===== src/rtl/rf_write_arbiter.sv =====
// Register-file write-port arbiter: merges the non-stalling pipeline writeback with a
// back-pressured multiply/divide result stream, and tracks registers still owed by MD.
module rf_write_arbiter #(
    parameter int DEPTH = 4
) (
    input  logic                     CLK,
    input  logic                     RESET,
    input  logic                     WB_VALID,
    input  logic [4:0]               WB_ADDR,
    input  logic [31:0]              WB_DATA,
    input  logic                     MD_VALID,
    input  logic [4:0]               MD_ADDR,
    input  logic [31:0]              MD_DATA,
    output logic                     MD_READY,
    input  logic                     ISSUE_VALID,
    input  logic [4:0]               ISSUE_ADDR,
    input  logic [4:0]               Q_ADDR_1,
    input  logic [4:0]               Q_ADDR_2,
    output logic                     Q_BUSY_1,
    output logic                     Q_BUSY_2,
    output logic                     WE,
    output logic [4:0]               WR_ADDR_3,
    output logic [31:0]              W_DATA,
    output logic [$clog2(DEPTH):0]   FIFO_COUNT
);
    localparam int PW = $clog2(DEPTH);
    localparam int CW = PW + 1;
    localparam logic [CW-1:0] FULL = CW'(DEPTH);

    typedef struct packed {
        logic [4:0]  addr;
        logic [31:0] data;
    } wr_req_t;

    wr_req_t          mem [DEPTH];
    logic [PW-1:0]    rd_ptr, wr_ptr;
    logic [31:0]      pending, pending_nxt;
    wr_req_t          src;
    logic             src_vld, md_src;
    logic             md_fire, nonempty, push, pop;

    assign MD_READY = !RESET && (FIFO_COUNT != FULL);
    assign md_fire  = MD_VALID && MD_READY;
    assign nonempty = (FIFO_COUNT != '0);
    assign pop      = !WB_VALID && nonempty;
    // Only the bypass case (idle writeback, empty FIFO) skips storage.
    assign push     = md_fire && (WB_VALID || nonempty);

    always_comb begin
        src     = '{addr: WB_ADDR, data: WB_DATA};
        src_vld = 1'b0;
        md_src  = 1'b0;
        if (WB_VALID) begin
            src_vld = 1'b1;
        end else if (nonempty) begin
            src     = mem[rd_ptr];
            src_vld = 1'b1;
            md_src  = 1'b1;
        end else if (md_fire) begin
            src     = '{addr: MD_ADDR, data: MD_DATA};
            src_vld = 1'b1;
            md_src  = 1'b1;
        end
    end

    always_ff @(posedge CLK) begin
        if (push) mem[wr_ptr] <= '{addr: MD_ADDR, data: MD_DATA};
    end

    always_ff @(posedge CLK) begin
        if (RESET) begin
            rd_ptr     <= '0;
            wr_ptr     <= '0;
            FIFO_COUNT <= '0;
        end else begin
            if (push) wr_ptr <= wr_ptr + 1'b1;
            if (pop)  rd_ptr <= rd_ptr + 1'b1;
            case ({push, pop})
                2'b10:   FIFO_COUNT <= FIFO_COUNT + 1'b1;
                2'b01:   FIFO_COUNT <= FIFO_COUNT - 1'b1;
                default: FIFO_COUNT <= FIFO_COUNT;
            endcase
        end
    end

    always_ff @(posedge CLK) begin
        if (RESET) begin
            WE        <= 1'b0;
            WR_ADDR_3 <= '0;
            W_DATA    <= '0;
        end else if (src_vld) begin
            WE        <= (src.addr != 5'd0);
            WR_ADDR_3 <= src.addr;
            W_DATA    <= src.data;
        end else begin
            WE        <= 1'b0;
        end
    end

    // Clear before set so a same-cycle reissue keeps the register busy.
    always_comb begin
        pending_nxt = pending;
        if (md_src) pending_nxt[src.addr] = 1'b0;
        if (ISSUE_VALID && ISSUE_ADDR != 5'd0) pending_nxt[ISSUE_ADDR] = 1'b1;
        pending_nxt[0] = 1'b0;
    end

    always_ff @(posedge CLK) begin
        if (RESET) pending <= '0;
        else       pending <= pending_nxt;
    end

    assign Q_BUSY_1 = pending[Q_ADDR_1];
    assign Q_BUSY_2 = pending[Q_ADDR_2];
endmodule


===== config.mk =====
export PLATFORM = sky130hd
export DESIGN_NAME = rf_write_arbiter
export DESIGN_NICKNAME = d
export VERILOG_FILES = /design/src/rtl/rf_write_arbiter.sv
export SDC_FILE = /design/constraint.sdc
export NUM_CORES = 1
export LEC_CHECK = 0
export ABC_CLOCK_PERIOD_IN_PS = 3600
export CAP_MARGIN = 15
export CORE_AREA = 5 5 139 194
export CTS_BUF_LIST = sky130_fd_sc_hd__clkbuf_4
export DETAILED_ROUTE_END_ITERATION = 8
export DIE_AREA = 0 0 144 199
export PLACE_DENSITY_LB_ADDON = 0.25
export SLEW_MARGIN = 20
export SYNTH_ARGS = -nofsm -noshare
export SYNTH_HDL_FRONTEND = slang
export SYNTH_SLANG_ARGS = --single-unit

===== constraint.sdc =====
create_clock -name CLK -period 3.6 [get_ports CLK]
set_input_delay 0.72 -clock CLK [delete_from_list [all_inputs] [get_ports CLK]]
set_output_delay 0.72 -clock CLK [all_outputs]
set_load 0.01 [all_outputs]

==> results of run 1 <==
## registers in the layout, indices dropped and copies added (netlist names), named ones only
register and count:
mem 148, W_DATA 32, pending 31, WR_ADDR_3 5, FIFO_COUNT 3, rd_ptr 2, wr_ptr 2, WE 1
## logic make-up after synthesis
kind of cell / after synthesis / synth area share (%)
XOR/XNOR: 5 / 0.447
flip-flops: 226 / 61.3
AND/OR/NAND/NOR: 215 / 9.46
AO/OA/AOI/OAI: 125 / 8.85
adder cells (fa/ha/maj): 6 / 0.843
multiplexers: 92 / 16.5
buffers and inverters: 58 / 2.61
## worst max-delay path by stage
stage | from | endpoint | slack [ns] | cells past startpoint
2_1_floorplan | RESET | mem[0][0]$_DFFE_PP_ | 0.40 | 7
3_3_place_gp | Q_ADDR_2[1] | Q_BUSY_2 | -0.23 | 5
3_5_place_dp | Q_ADDR_2[1] | Q_BUSY_2 | -0.25 | 5
4_1_cts | Q_ADDR_1[0] | Q_BUSY_1 | 0.002 | 6
5_1_grt | Q_ADDR_2[0] | Q_BUSY_2 | 0.02 | 6
6_report | Q_ADDR_1[1] | Q_BUSY_1 | 0.07 | 6
## cells in the mapped netlist, types with 2 or more instances
cell type	number
nor3_1	33
xnor2_1	2
inv_1	9
and2_1	4
buf_6	2
o22a_1	6
and3_1	4
clkbuf_1	34
o22ai_1	2
nand3_1	5
dfxtp_1	78
nor3_2	3
nand2b_1	3
a211oi_1	67
nor2_1	143
a21oi_1	38
ha_1	5
o21ai_0	4
nor2b_1	3
mux4_2	55
or3_1	3
nand2_1	10
mux2i_1	33
edfxtp_1	148
buf_2	8
xor2_1	3
buf_4	3
mux2_2	4
## stage by stage
step	cell area (sq um)	power (W)	util [%]
floorplan	9800	0.00443	-
global placement	11600	0.00515	46.0
detailed placement	11600	0.00516	46.0
CTS	12400	0.00741	49.2
global route	12400	0.00773	49.2
finish	12400	0.00728	49.2
## worst max-delay path, stage by stage
cell and delay [ns]:
clkdlybuf4s50_1 0.46, buf_4 0.16, mux4_2 0.50, mux4_2 0.47, mux2_2 0.27, clkdlybuf4s15_1 0.24
## layer usage
| layer | up-vias | GRT usage [%] | routed length, um |
|---|---|---|---|
| met4 | 0 | 7.26 | 661 |
| met1 | 3255 | 19.8 | 9430 |
| met5 | - | 0 | 0 |
| met3 | 53 | 3.51 | 1290 |
| li1 | 3198 | - | - |
| met2 | 194 | 30.8 | 13200 |
## cell type report
type                            count  area share [%]
Clock buffer                       93            5.65
Antenna cell                        2          0.0405
Tap cell                          319            3.23
Timing Repair Buffer              165            12.9
Clock inverter                     17           0.587
Multi-Input combinational cell    443            28.8
Sequential cell                   226            48.6
Inverter                            9           0.273
## power by group
| part | total, W | internal [W] | switching, W | leakage, nW |
|---|---|---|---|---|
| sequential | 0.00308 | 0.00295 | 0.000122 | 1.98 |
| combinational | 0.00200 | 0.000900 | 0.00110 | 1.66 |
| clock | 0.00221 | 0.00117 | 0.00103 | 0.465 |
## what timing repair did
action | CTS | global route
buffers inserted | 3 | 0
setup endpoints to repair | 2 | 2
resized for setup | 5 | 2
==> impl_metrics.py, run 1 <==
metrics = {
    "status": {
        "status": "complete, no violations",
    },
    "cts": {
        "cts.clk_slew.worst_paths_ns": 0.05,
        "cts_tree": "built",
        "cts_root_buf": "clkbuf_4",
        "holdBufCountCts": 0,
        "clockBufferDepth": 3,
        "cts_buffers": 58,
        "cts.sinks": 226,
        "clk_latency_ns": 0.68,
        "htreeDepth": 2,
    },
    "layout": {
        "nFillCells": 2275,
        "fin_nets": 1003,
        "drive_gt1_share_pct": 21.3,
        "final_cells": 1274,
        "final_cell_mix": "edfxtp_1, nor2_1, clkdlybuf4s50_1",
        "seq_area_sq_um": 6010,
        "final_common_cell": "edfxtp_1",
        "syn2layout_area_growth_pct": 26.2,
        "multi_input_area_sq_um": 3560,
    },
    "min_path": {
        "worstHoldPathCells": 2,
        "hold_start": "WR_ADDR_3[2]$_SDFFE_PP0N_",
        "hp-class": "reg2reg",
        "holdPathEnd": "WR_ADDR_3[2]$_SDFFE_PP0N_",
    },
    "grt": {
        "track_usage_pct": 17.2,
        "grt_pass1_wl_um": 38000,
        "antenna_found_initial": 2,
        "grt_overflow": 0,
        "grt_start_max_net_pins": 78,
        "grt_pass1_vias": 7055,
    },
    "synthesis": {
        "syn_nets": 827,
        "ys_async_sr_fraction_pct": 0,
        "synth_top_area_share_pct": 45.4,
        "synth_cell_types": 43,
        "synthCells": 727,
        "ys_ff_latch": 226,
        "ys.flop_type": "edfxtp_1",
        "synth.avg_cell_area_sq_um": 13.5,
        "yosys_warnings": 0,
        "synth_edf_count": 148,
        "synth.area.top_cells": "edfxtp_1, dfxtp_1, mux4_2",
        "yosysSeqAreaShare_pct": 61.3,
        "synth_top_area_cell": "edfxtp_1",
        "synthesis.area_sq_um": 9800,
    },
    "floorplan": {
        "die_w_um": 144,
        "die_h_um": 199,
        "dieArea_sq_um": 28700,
        "initial_core_util_pct": 39.0,
        "io_pins": 138,
        "coreArea_sq_um": 25100,
        "num_rows": 69,
    },
    "worst_setup_path": {
        "start_kind": "primary input",
        "reg2reg_depth": 9,
        "crit_required_ns": 2.88,
        "rr_endpoint": "FIFO_COUNT[2]$_SDFFE_PP0P_",
        "reg2reg_from": "FIFO_COUNT[2]$_SDFFE_PP0P_",
        "cp-end-kind": "output port",
        "path_class": "in2out",
        "cp_max_fo": 5,
        "critPathArrivalTime_ns": 2.81,
        "r2r_setup_slack_ns": 1.03,
    },
    "routing": {
        "drtIter0Drc": 265,
        "vias_per_cell": 5.26,
        "num_vias": 6700,
        "drc": 0,
        "wirelength_um": 24600,
        "antenna_left": 0,
        "wl_per_cell_um": 19.3,
        "dr.pass1.iters": 4,
    },
    "sta": {
        "max_freq_ghz": 0.283,
        "slew_viol_final": 0,
        "rsz0062_at_grt": "false",
        "max_slew.worst_pin.slew_ns": 0.922,
        "slew_headroom_pct": 38.5,
        "fin_skew_ns": 0.0273,
        "setup_viol": 0,
        "fin_tns_setup_ns": 0,
        "whs_ns": 0.502,
        "period_share_pct": 98.2,
        "hold_viol": 0,
        "fin_crit_ns": 3.53,
        "finalWorstSetupSlack_ns": 0.0653,
    },
    "place": {
        "gp_congestion": 0.889,
        "portBuffers": 137,
        "hpwl_um": 16500,
        "post-place-ws_ns": -0.254,
        "place_inst": 1159,
    },
    "power": {
        "irDropWorstVdd_mv": 0.407,
        "cellPowerDensity_nw_per_um2": 589,
        "power.leakage_nw": 4.11,
    },
    "job": {
        "cap_violations": 0,
    },
}
No activity file was read; power rests on OpenSTA's default activity.
==> run 2: changes to the inputs <==
--- a/config.mk
+++ b/config.mk
@@ -12,7 +12,6 @@
 export DETAILED_ROUTE_END_ITERATION = 8
 export DIE_AREA = 0 0 144 199
 export PLACE_DENSITY_LB_ADDON = 0.25
-export SLEW_MARGIN = 20
 export SYNTH_ARGS = -nofsm -noshare
 export SYNTH_HDL_FRONTEND = slang
 export SYNTH_SLANG_ARGS = --single-unit
==> results of run 2 <==
No change in the layout: final DEF, timing and power equal those of run 1.
==> run 3: changes to the inputs <==
--- a/config.mk
+++ b/config.mk
@@ -5,7 +5,7 @@
 export SDC_FILE = /design/constraint.sdc
 export NUM_CORES = 1
 export LEC_CHECK = 0
-export ABC_CLOCK_PERIOD_IN_PS = 3600
+export ABC_CLOCK_PERIOD_IN_PS = 4400
 export CAP_MARGIN = 15
 export CORE_AREA = 5 5 139 194
 export CTS_BUF_LIST = sky130_fd_sc_hd__clkbuf_4
==> constraint.sdc (replaced) <==
create_clock -name CLK -period 4.4 [get_ports CLK]
set_input_delay 0.88 -clock CLK [delete_from_list [all_inputs] [get_ports CLK]]
set_output_delay 0.88 -clock CLK [all_outputs]
set_load 0.01 [all_outputs]
==> impl_metrics.py, run 3 (synthesis gave the netlist of run 1 again) <==
metrics = {
    "grt": {
        "grt_pass1_vias": 7070,
        "track_usage_pct": 16.9,
        "grt_pass1_wl_um": 38000,
        "grt_start_max_net_pins": 78,
        "globalRouteMet1Util_pct": 20.4,
        "busiest_layer": "met2",
        "grt_overflow": 0,
        "antenna_found_initial": 1,
        "grtUsageMet2_pct": 30.2,
        "grt.met3_usage_pct": 3.15,
    },
    "cts": {
        "cts_tree": "built",
        "clk_latency_ns": 0.66,
        "htreeDepth": 2,
        "cts_resized": 0,
        "clockBufferDepth": 3,
        "post_cts_buffers": 0,
        "cts.clk_slew.worst_paths_ns": 0.06,
        "cts.sinks": 226,
        "cts_buffers": 57,
        "holdBufCountCts": 0,
        "cts_root_buf": "clkbuf_4",
    },
    "layout": {
        "syn2layout_area_growth_pct": 25.4,
        "drive_gt1_share_pct": 20.3,
        "final_common_cell": "edfxtp_1",
        "largest_reg_flops": 148,
        "reg_top3": "mem (148), W_DATA (32), pending (31)",
        "final_cell_mix": "edfxtp_1, nor2_1, clkdlybuf4s50_1",
        "final_cells": 1260,
        "top_register": "mem",
        "fin_nets": 991,
    },
    "sta": {
        "slew_headroom_pct": 39.7,
        "setup_viol": 0,
        "period_share_pct": 96.5,
        "fin_tns_setup_ns": 0,
        "max_freq_ghz": 0.236,
        "slew_viol_final": 0,
        "hold_viol": 0,
        "fin_crit_ns": 4.25,
        "fin_skew_ns": 0.0517,
        "rsz0062_at_grt": "false",
        "whs_ns": 0.498,
        "max_slew.worst_pin.slew_ns": 0.905,
    },
    "place": {
        "gp_congestion": 0.867,
        "hpwl_um": 16100,
        "portBuffers": 137,
        "place_inst": 1151,
    },
    "worst_setup_path": {
        "path_class": "in2out",
        "crit_start": "Q_ADDR_1[0]",
        "slowest_stage": "clkdlybuf4s50_1",
        "cp_max_fo": 7,
        "path_cells": "clkdlybuf4s50_1, mux4_2, mux4_2, mux2_2, clkdlybuf4s50_1",
        "r2r_setup_slack_ns": 1.80,
        "start_kind": "primary input",
        "worst_path_largest_cell_delay_ns": 0.69,
        "crit_required_ns": 3.52,
        "cp-end-kind": "output port",
        "reg2reg_from": "FIFO_COUNT[0]$_SDFFE_PP0P_",
        "critPathArrivalTime_ns": 3.37,
    },
    "floorplan": {
        "initial_core_util_pct": 39.0,
        "coreArea_sq_um": 25100,
        "dieArea_sq_um": 28700,
        "io_pins": 138,
        "num_rows": 69,
        "die_h_um": 199,
        "die_w_um": 144,
    },
    "power": {
        "cellPowerDensity_nw_per_um2": 488,
        "finalPower_w": 0.00599,
        "internal_power_w": 0.00418,
        "combPwrFrac_pct": 27.1,
        "p_sw_w": 0.00181,
        "irDropWorstVdd_mv": 0.216,
        "power_switching_share_pct": 30.2,
        "seqPwrFrac_pct": 42.0,
        "p_clk_share_pct": 31.0,
        "power.leakage_nw": 4.05,
    },
    "status": {
        "status": "complete, no violations",
    },
    "routing": {
        "antenna_left": 0,
        "wirelength_um": 23900,
        "vias_per_cell": 5.22,
        "dr.pass1.iters": 5,
        "num_vias": 6577,
        "drc": 0,
        "drtIter0Drc": 339,
        "wl_per_cell_um": 19.0,
    },
    "min_path": {
        "hp-class": "reg2reg",
        "hold_start": "WR_ADDR_3[3]$_SDFFE_PP0N_",
    },
    "job": {
        "cap_violations": 0,
    },
}
run 3: cell count changes in the layout (fill, tap and decap cells not counted), sizes merged:
cell	change
clkdlybuf4s50	+3
dlygate4sd2	-1
bufinv	+1
buf	-11
clkbuf	+3
inv	-1
clkinv	-5
diode	-1
clkdlybuf4s15	-2
run 3: area by class of cell:
class                      instances  area, sq um
tap                              319          399
clock inverter                    12         75.1
multi-input combinational        443         3560
sequential                       226         6010
inverter                           9         33.8
fill                            2249        12800
timing repair buffer             154         1490
antenna                            1         2.50
clock buffer                      96          721
run 3: power by group through the flow:
stage | registers, W | clock network [W] | logic, W
2_1_floorplan | 0.00256 | 0 | 0.00106
3_3_place_gp | 0.00256 | 0 | 0.00164
3_5_place_dp | 0.00256 | 0 | 0.00165
4_1_cts | 0.00252 | 0.00192 | 0.00166
5_1_grt | 0.00253 | 0.00206 | 0.00179
6_report | 0.00251 | 0.00185 | 0.00162
run 3: worst paths after layout:
path	end	cells past startpoint
worst max-delay path	Q_BUSY_1	5
worst min-delay path	WR_ADDR_3[3]$_SDFFE_PP0N_	2
worst min register to register	WR_ADDR_3[3]$_SDFFE_PP0N_	2
worst max register to register	pending[28]$_SDFF_PP0_	7
run 3: per-layer routing:
layer	up-vias	wire (um)	share of wire [%]
li1	3152	-	-
met4	0	470	2.0
met3	34	1200	5.0
met2	186	12800	54
met1	3205	9450	39
met5	-	0	0
run 3: stage by stage:
stage               cell area (sq um)  setup slack, ns  util (%)
finish                          12300            0.154      48.9
global route                    12300           0.0463      48.9
CTS                             12300            0.126      48.9
detailed placement              11500            0.134      45.7
global placement                11500            0.161      45.7
floorplan                        9800             1.01         -
run 3: worst max-delay path: cells and delay by family:
family / cells / cell delay [ns]
buffers and inverters: 2 / 1.16
muxes: 3 / 1.32
